## src/rtl/pipe_skid_reg.sv

```systemverilog
// Valid/ready pipeline register with a two-entry skid buffer.
// in_ready comes from state and flush only, which cuts the upstream ready path.
module pipe_skid_reg #(
   parameter int WIDTH = 32
) (
   input  logic             clk,
   input  logic             rst_n,
   input  logic             flush,
   input  logic             in_valid,
   output logic             in_ready,
   input  logic [WIDTH-1:0] in_data,
   output logic             out_valid,
   input  logic             out_ready,
   output logic [WIDTH-1:0] out_data,
   output logic [1:0]       occupancy
);

   typedef enum logic [1:0] {
      EMPTY = 2'd0,
      FULL  = 2'd1,
      SKID  = 2'd2
   } state_t;

   state_t           state_q, state_d;
   logic [WIDTH-1:0] main_q, main_d;
   logic [WIDTH-1:0] skid_q, skid_d;
   logic             in_fire;
   logic             out_fire;

   assign in_ready  = !flush && (state_q != SKID);
   assign out_valid = (state_q != EMPTY);
   assign out_data  = main_q;
   assign in_fire   = in_valid && in_ready;
   assign out_fire  = out_valid && out_ready;

   always_comb begin
      occupancy = 2'd0;
      unique case (state_q)
         EMPTY:   occupancy = 2'd0;
         FULL:    occupancy = 2'd1;
         SKID:    occupancy = 2'd2;
         default: occupancy = 2'd0;
      endcase
   end

   // Data registers load only on an accepted beat, so idle X never lands
   always_comb begin
      state_d = state_q;
      main_d  = main_q;
      skid_d  = skid_q;
      if (flush) begin
         state_d = EMPTY;
      end else begin
         unique case (state_q)
            EMPTY: begin
               if (in_fire) begin
                  state_d = FULL;
                  main_d  = in_data;
               end
            end
            FULL: begin
               if (in_fire && out_fire) begin
                  main_d = in_data;
               end else if (in_fire) begin
                  state_d = SKID;
                  skid_d  = in_data;
               end else if (out_fire) begin
                  state_d = EMPTY;
               end
            end
            SKID: begin
               if (out_fire) begin
                  state_d = FULL;
                  main_d  = skid_q;
               end
            end
            default: state_d = EMPTY;
         endcase
      end
   end

   always_ff @(posedge clk or negedge rst_n) begin
      if (!rst_n) begin
         state_q <= EMPTY;
         main_q  <= '0;
         skid_q  <= '0;
      end else begin
         state_q <= state_d;
         main_q  <= main_d;
         skid_q  <= skid_d;
      end
   end

endmodule

```

## config.mk

```make
export PLATFORM = sky130hd
export DESIGN_NAME = pipe_skid_reg
export DESIGN_NICKNAME = d
export VERILOG_FILES = /design/src/rtl/pipe_skid_reg.sv
export SDC_FILE = /design/constraint.sdc
export NUM_CORES = 1
export LEC_CHECK = 0
export CAP_MARGIN = 25
export CORE_MARGIN = 2
export CORE_UTILIZATION = 53
export CTS_CLUSTER_DIAMETER = 120
export DETAILED_ROUTE_END_ITERATION = 8
export GPL_ROUTABILITY_DRIVEN = 1
export PLACE_DENSITY_LB_ADDON = 0.1
export RECOVER_POWER = 25
export SLEW_MARGIN = 20
export SYNTH_ARGS = -nofsm -noshare
export SYNTH_HDL_FRONTEND = slang
export SYNTH_SLANG_ARGS = --single-unit
```

## constraint.sdc

```tcl
create_clock -name clk -period 4.2 [get_ports clk]
set_input_delay 0.63 -clock clk [delete_from_list [all_inputs] [get_ports clk]]
set_output_delay 0.63 -clock clk [all_outputs]
set_load 0.02 [all_outputs]
```

Word-level counts from Yosys, hierarchy flattened
Cells that the tools add are included.

word-level totals
  bits in registers = 66
  bits in latches = 0
  bits in writable memories = 0
  ROM bits = 0
  input bits = 37
  output and inout bits = 36
  logic and storage cells = 38
  memories kept = 0

operators by class
  add/sub/neg operators = 0
  $mul = 0
  div/mod/pow operators = 0
  $lt $le $gt $ge = 0
  eq/ne operators = 10
  shifts and indexed selects = 0
  mux-type cells = 12
  bitwise operators = 2
  reductions and logical operators = 11

operators by type and width
  kind                                                                    number
  32-bit two-way mux                                                      3
  32-bit one-hot mux with 3 select lines                                  1
  2-bit two-way mux                                                       6
  3-bit inequality test (second input constant)                           3
  2-bit inequality test (second input constant)                           4
  4-bit AND reduction                                                     2
  2-bit one-hot mux with 3 select lines                                   1
  5-bit AND reduction                                                     1
  1-bit logical AND                                                       4
  4-bit inequality test (second input constant)                           1
  2-bit one-hot mux with 2 select lines                                   1
  3-bit nonzero test                                                      1
  2-bit by 1-bit equality test with 1-bit output (second input constant)  1
  2-bit equality test (second input constant)                             1
  2-bit logical NOT                                                       1
  1-bit NOT                                                               2
  2-bit nonzero test                                                      1
  1-bit logical NOT                                                       1

Depth between registers and ports, before layout
  word-level depth = 7
  gate-level depth with buffers = 5
  gate-level depth less buffers = 4

Worst setup path after synthesis
No wires, ideal clock.

  kind = register to output
  from = reg state_q[1]
  to = out in_ready
  arrival = 1.138 ns
  data required time = 3.570 ns
  slack = 2.432 ns
  stages on the path, launching flop included = 5
  buffers on the path = 2
  cells stage by stage = dfrtp_1 > nor2b_4 > buf_6 > buf_6 > nor2_1

between the ends
  longest elaborated chain between the ends = 2

RTL lines
  item                    RTL line  text
  start, declared         24        state_t state_q, state_d;
  start signal, assigned  88        state_q <= state_d;
  2-bit inequality test   30        assign in_ready = !flush && (state_q != SKID);
  1-bit logical AND       30
  end, declared           10        output logic in_ready,

Every way passes these cells.

Final worst setup path
  from = in flush
  to = out in_ready

between the ends
  longest elaborated chain between the ends = 2

RTL lines
  item               RTL line  text
  start, declared    8         input logic flush,
  1-bit logical NOT  30
  1-bit logical AND  30

Every way passes these cells.

==> impl_summary.md <==
Run status
The run finished, with violations left. The final reports fail on capacitance limit, slew limit.

Timing
The final setup skew is 0.00487 ns. The count of final max-slew check failures was 30. The maximum clock rate is 391 MHz. The clock period minus worst slack is 2.56 ns. Setup repair after global routing left no endpoint under its margin. The sum of negative setup slack is 0 ns. Final hold analysis gives a worst-case slack of 0.418 ns. The final period utilization is 60.9%.

For the pin with the worst max-slew slack, the measured transition is 1.52 ns. The relative slew slack is -1.05%. The count of final hold-check violations is 0.

The count of endpoints failing setup in the final report is 0.

Cells and area
For this run, the post-layout net count is 305. The repair_antennas step left the layout with diodes totalling 0. The layout has 392 filler cells. The library cell used most frequently in the layout, excluding fill and tap cells, is sky130_fd_sc_hd__clkdlybuf4s50_1. The design area is 0.00398 mm².

The area growth from synthesis to layout is 28.7%. Cells with a size suffix above 1 make up 43.4% of the layout. The core utilization of the finished layout is 71.5%. In the final layout, the multi-input gates occupy 0.00132 mm². The register area is 0.00165 mm². The top cell types in the final layout, fill and taps aside, are sky130_fd_sc_hd__clkdlybuf4s50_1 (71), sky130_fd_sc_hd__dfrtp_1 (66), sky130_fd_sc_hd__mux2_2 (64).

Global routing
The initial antenna violation count was 0. The first global-routing pass estimated 9430 µm of wire. The number of global-route vias before repair was 1,956. The aggregate global-route resource usage is 19.3%. The aggregate global routing overflow is 0. The maximum number of pins on one net before global-route repair is 33.

Yosys
sky130_fd_sc_hd__dfrtp_1 takes more of the synthesized area than any other cell. The fraction of the yosys area taken by sequential cells is 53.4%. After synthesis, the largest area contributor takes up 53.4% of total cell area. Yosys attributes the largest share of cell area to sky130_fd_sc_hd__dfrtp_1 (53%), sky130_fd_sc_hd__mux2_2 (23%), sky130_fd_sc_hd__mux2_4 (15%), sky130_fd_sc_hd__buf_12 (1.9%), sky130_fd_sc_hd__buf_6 (1.5%).

The post-synthesis instance area is 0.00310 mm². Yosys printed 0 warnings. When the netlist entered floorplanning its net count stood at 227. The synthesized flop and latch total is 66.

Synthesis produced 190 cells. A synthesized cell averages 16.3 µm². Counting distinct cell types in the post-synthesis netlist gives 21.

Die
The chip height is 80.4 µm. The die is 80.4 µm wide. For this design the top-level I/O count stands at 73. The die area is 0.00647 mm².

In this run the standard cell core region covers 0.00557 mm². The floorplan has 27 rows. The starting density of the core is 55.5%.

CTS
The H-tree generated during clock tree synthesis spans 3 levels. TritonCTS built the clock tree. After clock tree synthesis, the clock-pin slew on the worst setup and hold paths is 0.07 ns. The later pin in the worst-skew pair is clocked with a latency of 0.32 ns. The count of clock tree sinks is 66. In this run the clock root is driven by a sky130_fd_sc_hd__clkbuf_8. The number of buffers between clock root and the deepest sink is 2. The post-cts hold buffer count is 0.

Buffers added to address setup during post-CTS repair amount to 0. Counting the buffers created by CTS gives 9. The number of gates given a new drive strength after cts is 0.

Route
The routed wirelength normalized by instance count is 16.2 µm. Across all layers, the routed design uses 1,794 vias. In the routed design, unresolved DRC markers number 0. The pre-antenna-repair detailed-routing pass consisted of 5 iterations.

The via-per-instance ratio is 5.22. The residual antenna-violating net count after detailed routing is 0. The DRC marker count from the first detailed-route iteration is 39.

For this block, the routed nets add up to 5590 µm of wire.

Worst hold path
The min-delay analysis places its worst path in the category in -> async.

Critical path
In this run the worst path has a maximum fanout of 5. The launching element type of the critical path is an input pin. The largest single stage delay on the critical path is 0.61 ns.

Data on the critical path is required at its endpoint by 3.57 ns. The critical path class is in -> out. The endpoint arrival time on the critical path is 1.93 ns. STA classifies the critical path endpoint as an output pin. The cell with the largest stage delay on the worst path is sky130_fd_sc_hd__clkdlybuf4s50_1. The critical path goes through clkdlybuf4s50_1, nor2_1, clkdlybuf4s50_1. The most numerous cell type found on the critical path is sky130_fd_sc_hd__clkdlybuf4s50_1.

Place
The number of buffers added on ports is 72. The wire-length estimate of the detail-placed layout is 3730 µm. Once placement finished, the instance area stood at 0.00383 mm². At the end of routability-driven placement, the weighted congestion stood at 0.690.

Power
The worst voltage drop across the vdd grid is 0.000234 V. The sum of internal, switching and leakage power is 1.84 mW. The analysis attributes to cell leakage a power of 1.72 nW. The power density of the placed cells is 461 mW/mm².

Flow run
Across the run, the number of max-cap violations was 1.
through the flow:
| step | worst slack, ns | cells |
|---|---|---|
| after floorplan | 2.43 | 190 |
| after global placement | 1.51 | 328 |
| after detailed placement | 1.44 | 329 |
| after CTS | 1.63 | 344 |
| after global routing | 1.19 | 344 |
| final | 1.64 | 344 |
critical path: cells and delay by family:
family,cells,cell delay (ns)
simple gates,1,0.16
buf+inv,2,1.14
flip-flops by register name (all words and copies together) (netlist names):
register  cells
state_q       2
out_data     32
skid_q       32
worst paths after layout:
kind / start / slack, ns / cells after the start / end
max in group asynchronous: rst_n / 1.73 / 3 / state_q[1]$_DFFE_PN0P_
setup / recovery: flush / 1.64 / 3 / in_ready
setup reg to reg: state_q[0]$_DFFE_PN0P_ / 2.14 / 4 / skid_q[6]$_DFFE_PN0P_
min in group clk: skid_q[2]$_DFFE_PN0P_ / 0.50 / 1 / skid_q[2]$_DFFE_PN0P_
hold / removal: rst_n / 0.42 / 1 / out_data[4]$_DFFE_PN0P_
hold reg to reg: skid_q[2]$_DFFE_PN0P_ / 0.50 / 1 / skid_q[2]$_DFFE_PN0P_
cells in the mapped netlist, drive strengths merged:
cell type and instances:
mux2 96, dfrtp 66, buf 10, a21oi 4
nor2 4, nand3 2, and2b 1, inv 1
nor2b 1, nor3 1, nor3b 1, o21ai 1
o22a 1, or2 1
layout make-up:
cell class              instances  area share (%)
flip-flops and latches         66            41.5
repair buffers                 77            18.8
well taps                      72            2.26
clock buffers                  12            3.89
multi-input cells             113            33.1
clock inverters                 3           0.377
inverters                       1          0.0942
kinds of logic after synthesis:
kind of cell / Yosys count / share of synthesized area [%]
muxes: 96 / 38.6
DFF: 66 / 53.4
and+or+nand+nor: 11 / 2.51
buffers and inverters: 11 / 4.00
AOI/OAI and AO/OA: 6 / 1.58
where the power goes:
part	switching [mW]	internal, mW	total (mW)
logic	0.196	0.312	0.507
clock network	0.222	0.241	0.463
registers	0.0775	0.788	0.865
total	0.496	1.34	1.84
per-layer routing:
| layer | wire [µm] | vias to the layer above | global-route usage, % |
|---|---|---|---|
| met2 | 2600 | 44 | 28.9 |
| li1 | - | 839 | - |
| met3 | 286 | 2 | 4.94 |
| met5 | 0 | - | 0 |
| met1 | 2670 | 909 | 27.2 |
| met4 | 24 | 0 | 7.12 |
Power figures use the tool's default switching activity.
